--- config.mk ---
export PLATFORM = sky130hd
export DESIGN_NAME = dmem_arbiter
export DESIGN_NICKNAME = d
export VERILOG_FILES = /design/src/rtl/dmem_arbiter.sv
export SDC_FILE = /design/constraint.sdc
export NUM_CORES = 1
export LEC_CHECK = 0
export BUFFER_PORTS_ARGS = -buffer_cell sky130_fd_sc_hd__clkbuf_2
export CAP_MARGIN = 20
export CORE_AREA = 2 2 124 126
export CTS_CLUSTER_DIAMETER = 120
export DETAILED_ROUTE_END_ITERATION = 8
export DIE_AREA = 0 0 126 128
export PLACE_DENSITY = 0.73
export SYNTH_ARGS = -nofsm -noshare
export SYNTH_HDL_FRONTEND = slang
export SYNTH_SLANG_ARGS = --single-unit
--- constraint.sdc ---
create_clock -name clk -period 7.5 [get_ports clk]
set_input_delay 1.125 -clock clk [delete_from_list [all_inputs] [get_ports clk]]
set_output_delay 1.125 -clock clk [all_outputs]
set_load 0.05 [all_outputs]
--- src/rtl/dmem_arbiter.sv ---
// -----------------------------------------------------------------------------
// dmem_arbiter
//
// Shares the single DMEM port between two requesters:
//   port 0 : core LSU
//   port 1 : debug / DMA loader
//
// Each cycle one request is chosen and its payload is driven onto the DMEM
// interface. Stores commit on the accepting edge. The DMEM read data is
// registered, so the winner gets its response (data or error) one cycle later.
// Alignment and range are checked before a write is allowed to reach memory.
//
// Ports
//   clk, rst                     clock, synchronous active-high reset
//   reqN, weN, addrN, wdataN,    request N (N=0,1); payload held stable
//   load_selN, store_selN        until gntN
//   gntN                         combinational accept
//   rvalidN, rdataN, errN        registered response for the previous accept
//   mem_addr, mem_dataW,         DMEM request (winner's payload; port 0's
//   mem_load_sel, mem_store_sel, payload when nothing is granted)
//   mem_wr_en
//   mem_dataR                    DMEM combinational read data
// -----------------------------------------------------------------------------
module dmem_arbiter #(
  parameter int MEM_NBYTE = 1024,
  parameter int RR_MODE   = 0,
  parameter int MAX_WAIT  = 8
) (
  input  logic        clk,
  input  logic        rst,

  input  logic        req0,
  input  logic        we0,
  input  logic [31:0] addr0,
  input  logic [31:0] wdata0,
  input  logic [2:0]  load_sel0,
  input  logic [1:0]  store_sel0,
  output logic        gnt0,
  output logic        rvalid0,
  output logic [31:0] rdata0,
  output logic        err0,

  input  logic        req1,
  input  logic        we1,
  input  logic [31:0] addr1,
  input  logic [31:0] wdata1,
  input  logic [2:0]  load_sel1,
  input  logic [1:0]  store_sel1,
  output logic        gnt1,
  output logic        rvalid1,
  output logic [31:0] rdata1,
  output logic        err1,

  output logic [31:0] mem_addr,
  output logic [31:0] mem_dataW,
  output logic [2:0]  mem_load_sel,
  output logic [1:0]  mem_store_sel,
  output logic        mem_wr_en,
  input  logic [31:0] mem_dataR
);

  // Load/store type encodings (funct3-style; unlisted codes are reserved).
  localparam logic [2:0] LOAD_SEL_LB  = 3'd0;
  localparam logic [2:0] LOAD_SEL_LH  = 3'd1;
  localparam logic [2:0] LOAD_SEL_LW  = 3'd2;
  localparam logic [2:0] LOAD_SEL_LBU = 3'd4;
  localparam logic [2:0] LOAD_SEL_LHU = 3'd5;

  localparam logic [1:0] STORE_SEL_SB = 2'd0;
  localparam logic [1:0] STORE_SEL_SH = 2'd1;
  localparam logic [1:0] STORE_SEL_SW = 2'd2;

  localparam logic MEM_WRITE = 1'b1;
  localparam logic MEM_READ  = 1'b0;

  localparam int              WAIT_W     = (MAX_WAIT < 1) ? 1 : $clog2(MAX_WAIT + 1);
  localparam logic [WAIT_W-1:0] WAIT_LIMIT = WAIT_W'(MAX_WAIT);
  localparam logic [63:0]     MEM_LIMIT  = 64'(MEM_NBYTE);

  // State
  logic [WAIT_W-1:0] wait_cnt_q, wait_cnt_d;
  logic              rr_last_q,  rr_last_d;
  logic              rvalid0_q,  rvalid0_d;
  logic              rvalid1_q,  rvalid1_d;
  logic [31:0]       rdata0_q,   rdata0_d;
  logic [31:0]       rdata1_q,   rdata1_d;
  logic              err0_q,     err0_d;
  logic              err1_q,     err1_d;

  // Selected request
  logic        sel_we;
  logic [31:0] sel_addr;
  logic [2:0]  sel_lsel;
  logic [1:0]  sel_ssel;
  logic        accept;
  logic [2:0]  acc_size;
  logic        bad_code;
  logic        misaligned;
  logic        out_of_range;
  logic        acc_err;
  logic [31:0] resp_data;

  // ---------------------------------------------------------------------------
  // Arbitration. Nothing is granted while reset is high, which also keeps
  // mem_wr_en low in the reset cycle.
  // ---------------------------------------------------------------------------
  always_comb begin
    gnt0 = 1'b0;
    gnt1 = 1'b0;
    if (!rst) begin
      if (req0 && req1) begin
        if (RR_MODE != 0) begin
          // Alternate: the port that did not win last time goes now.
          gnt1 = (rr_last_q == 1'b0);
        end else begin
          // Port 0 has priority until port 1 has been refused MAX_WAIT times.
          gnt1 = (wait_cnt_q == WAIT_LIMIT);
        end
        gnt0 = !gnt1;
      end else begin
        gnt0 = req0;
        gnt1 = req1;
      end
    end
  end

  assign accept = gnt0 | gnt1;

  // DMEM mux: port 1 only drives the bus when it holds the grant.
  always_comb begin
    sel_we   = gnt1 ? we1        : we0;
    sel_addr = gnt1 ? addr1      : addr0;
    sel_lsel = gnt1 ? load_sel1  : load_sel0;
    sel_ssel = gnt1 ? store_sel1 : store_sel0;
  end

  assign mem_addr      = sel_addr;
  assign mem_dataW     = gnt1 ? wdata1 : wdata0;
  assign mem_load_sel  = sel_lsel;
  assign mem_store_sel = sel_ssel;

  // ---------------------------------------------------------------------------
  // Access check on the selected request.
  // ---------------------------------------------------------------------------
  always_comb begin
    acc_size = 3'd1;
    bad_code = 1'b0;
    if (sel_we) begin
      case (sel_ssel)
        STORE_SEL_SB: acc_size = 3'd1;
        STORE_SEL_SH: acc_size = 3'd2;
        STORE_SEL_SW: acc_size = 3'd4;
        default:      bad_code = 1'b1;
      endcase
    end else begin
      case (sel_lsel)
        LOAD_SEL_LB, LOAD_SEL_LBU: acc_size = 3'd1;
        LOAD_SEL_LH, LOAD_SEL_LHU: acc_size = 3'd2;
        LOAD_SEL_LW:               acc_size = 3'd4;
        default:                   bad_code = 1'b1;
      endcase
    end
  end

  always_comb begin
    misaligned = ((acc_size == 3'd2) && sel_addr[0]) ||
                 ((acc_size == 3'd4) && (sel_addr[1:0] != 2'b00));
    // Widened so an address near 2^32 cannot wrap back into range.
    out_of_range = ({32'd0, sel_addr} + {61'd0, acc_size}) > MEM_LIMIT;
    acc_err      = bad_code || misaligned || out_of_range;
  end

  assign mem_wr_en = (accept && sel_we && !acc_err) ? MEM_WRITE : MEM_READ;

  // Only an error-free load returns memory data.
  assign resp_data = (!sel_we && !acc_err) ? mem_dataR : 32'd0;

  // ---------------------------------------------------------------------------
  // Next state
  // ---------------------------------------------------------------------------
  always_comb begin
    wait_cnt_d = wait_cnt_q;
    rr_last_d  = rr_last_q;
    rvalid0_d  = gnt0;
    rvalid1_d  = gnt1;
    rdata0_d   = rdata0_q;
    rdata1_d   = rdata1_q;
    err0_d     = err0_q;
    err1_d     = err1_q;

    if (req1 && !gnt1) begin
      if (wait_cnt_q != WAIT_LIMIT) begin
        wait_cnt_d = wait_cnt_q + 1'b1;
      end
    end else begin
      wait_cnt_d = '0;
    end

    if (accept) begin
      rr_last_d = gnt1;
    end

    if (gnt0) begin
      rdata0_d = resp_data;
      err0_d   = acc_err;
    end
    if (gnt1) begin
      rdata1_d = resp_data;
      err1_d   = acc_err;
    end
  end

  always_ff @(posedge clk) begin
    if (rst) begin
      wait_cnt_q <= '0;
      rr_last_q  <= 1'b1;
      rvalid0_q  <= 1'b0;
      rvalid1_q  <= 1'b0;
      rdata0_q   <= 32'd0;
      rdata1_q   <= 32'd0;
      err0_q     <= 1'b0;
      err1_q     <= 1'b0;
    end else begin
      wait_cnt_q <= wait_cnt_d;
      rr_last_q  <= rr_last_d;
      rvalid0_q  <= rvalid0_d;
      rvalid1_q  <= rvalid1_d;
      rdata0_q   <= rdata0_d;
      rdata1_q   <= rdata1_d;
      err0_q     <= err0_d;
      err1_q     <= err1_d;
    end
  end

  assign rvalid0 = rvalid0_q;
  assign rvalid1 = rvalid1_q;
  assign rdata0  = rdata0_q;
  assign rdata1  = rdata1_q;
  assign err0    = err0_q;
  assign err1    = err1_q;

endmodule
==> impl_metrics.ini <==
[power]
power_density_nw_per_um2 = 150
p_leak_nw = 3.76
ir_worst_vdd_mv = 0.101

[placement]
dp_hpwl_mm = 16.3
placed_cells = 1264
place_congestion = 0.991
portBuffers = 315
dp_slack_ps = 778

[layout]
area_growth_pct = 32.6
fillers = 1492
nNetsFinal = 1272
drive_gt1_share_pct = 38.7
layoutNonFillerInstCount = 1280
diodes = 0

[cts]
post_cts_buffers = 0
clock_path_buffers = 2
clock_latency_ps = 340
clkTransAtPathRegs_ps = 60
htree_levels = 3
clk_root_buffer_cell = clkbuf_16
clock_sinks = 72
cts_buffers = 9
cts_tree = built
ctsHoldBuffers = 0
post_cts_resized = 0

[sta]
slew_headroom_pct = 34.7
report.final.slew_viol_count = 0
rsz0062_at_grt = false
whs_ps = 448
period_needed_ps = 6780
hold_violations = 0
skew_ps = 7.51
setup_tns_ps = 0
worst_slack_ps = 720
setup_viol = 0
finalCritPeriodShare_pct = 90.4
timing.fmax_mhz = 147
worstMarginPinSlew_ps = 980

[synth]
synthCells = 807
yosysTopAreaCellShare_pct = 24.3
netlist_area_um2 = 5940
yosysWarnings = 0
synth-simple-area-share_pct = 34.7
netlist_top_cells_count = nand2_1, dfxtp_1, o31ai_2
ys.flop_type = dfxtp_1
syn_avg_cell_area_um2 = 7.36
synth-xor-area-share_pct = 2.36
syn_nets = 992
synth_compound_area_share_pct = 23.3
ys_seq_elements = 72
yosysTopAreaCell = dfxtp_1
synth.distinct_cells = 65
yosys.area_share.adder_pct = 2.02
yosysMostFrequentCell = nand2_1
synth_top_family_by_area = simple AND/OR/NAND/NOR gates
ys_seq_area_share_pct = 24.3
async_reset_ff_share_pct = 0
synth_edf_count = 0
muxShareOfSynthArea_pct = 6.70
synth.area.top_cells = dfxtp_1, nand2_1, o31ai_2

[run_status]
status = finished, final reports clean

[worst_hold_path]
hold_path_class = flop to flop

[route]
drtAntennaViolNets = 0
firstDrtPassIters = 5
wire_per_inst_um = 16.6
drt_iter0_drc = 465
wirelength_mm = 21.2
vias_per_cell = 5.48
remaining_drc_errors = 0
vias = 7010

[setup_path]
end_kind = output pin
r2r_slack_ps = 1880
worstSetupPathType = input pin to output pin
critPathMaxFanout = 10
worstPathArrival_ps = 5650
required_ps = 6380
startpoint_type = input pin

[run]
cap_violations = 0

[global_routing]
grt_pass1_wl_mm = 32.5
antenna_found_initial = 0
grt_pass1_vias = 6128
grt.overflow.total = 0
grt_usage_pct = 24.8
grt_start_max_net_pins = 65

[die]
start_util_pct = 40.0
core_um2 = 14900
fp.dieH_um = 128
die_x_um = 126
dieArea_um2 = 16100
std_cell_rows = 45
ios = 316
[power by group]
part,internal (mW),switching [mW]
Clock,0.230,0.186
Combinational,0.111,0.267
Sequential,0.384,0.00118
Total,0.725,0.454
[through the flow]
step / power [mW] / cell area [µm²] / utilization, %
global route: 1.23 / 7870 / 53.0
global placement: 0.767 / 7590 / 51.0
floorplan: 0.638 / 5960 / -
detailed placement: 0.767 / 7590 / 51.0
finish: 1.18 / 7870 / 53.0
CTS: 1.18 / 7870 / 53.0
[per-layer routing]
| metal | track usage, % | vias to the layer above | routed length (µm) |
|---|---|---|---|
| li1 | - | 3428 | - |
| met1 | 33.7 | 3198 | 9190 |
| met2 | 39.3 | 343 | 9640 |
| met3 | 5.26 | 41 | 1780 |
| met4 | 8.47 | 0 | 609 |
| met5 | 0 | - | 0 |
[path summary, 6_finish.rpt]
check                                                start                 endpoint  cells past startpoint
worst max-delay path                                  req0                mem_wr_en                     17
worst min-delay path               rdata1[15]$_SDFFE_PP0N_  rdata1[15]$_SDFFE_PP0N_                      2
worst max register to register  wait_cnt_q[0]$_SDFFE_PP0P_  rdata1[27]$_SDFFE_PP0N_                     21
worst min register to register     rdata1[15]$_SDFFE_PP0N_  rdata1[15]$_SDFFE_PP0N_                      2
[worst max-delay path, cell delays in order]
cell      delay [ps]
clkbuf_2         170
inv_2            110
o21ai_4          370
mux2i_1          280
inv_1            100
ha_1             220
o21a_1           210
ha_1             370
and3_1           280
o211ai_1         120
mux2_4           300
or3b_2           460
a222oi_1         460
and4_1           270
nand4_1          170
nor4_4           430
buf_12           190
[flip-flops by register name, indices dropped and copies added (netlist names)]
signal and cells:
rvalid1 1, wait_cnt_q 4, err0 1, rdata1 32, rdata0 32, err1 1, rvalid0 1
[final cells by class]
cell class	count	area [µm²]	share of cell area, %
Inverter	26	100	1.27
Timing Repair Buffer	327	1680	21.4
Sequential cell	72	1440	18.3
Tap cell	188	235	2.99
Clock inverter	7	61.3	0.779
Multi-Input combinational cell	651	4130	52.4
Clock buffer	9	225	2.86
[cell families after synthesis]
logic type	Yosys count
AND/OR/NAND/NOR	438
adder cells (fa/ha/maj)	9
flip-flops	72
XOR/XNOR	16
buffers and inverters	84
multiplexers	38
AO/OA/AOI/OAI	150
[layout by cell type, fill, tap and decap left out, types with 14 or more instances in the layout]
cell      instances
nand2_1         273
o31ai_1          14
o31ai_2          50
mux2i_1          27
o21ai_0          15
nand3_1          17
inv_1            24
clkbuf_2        314
and3_1           14
nand4_1          25
nor2_1           20
dfxtp_1          72
nand3b_1         36
Note: power is estimated with default switching activity, not from simulation.
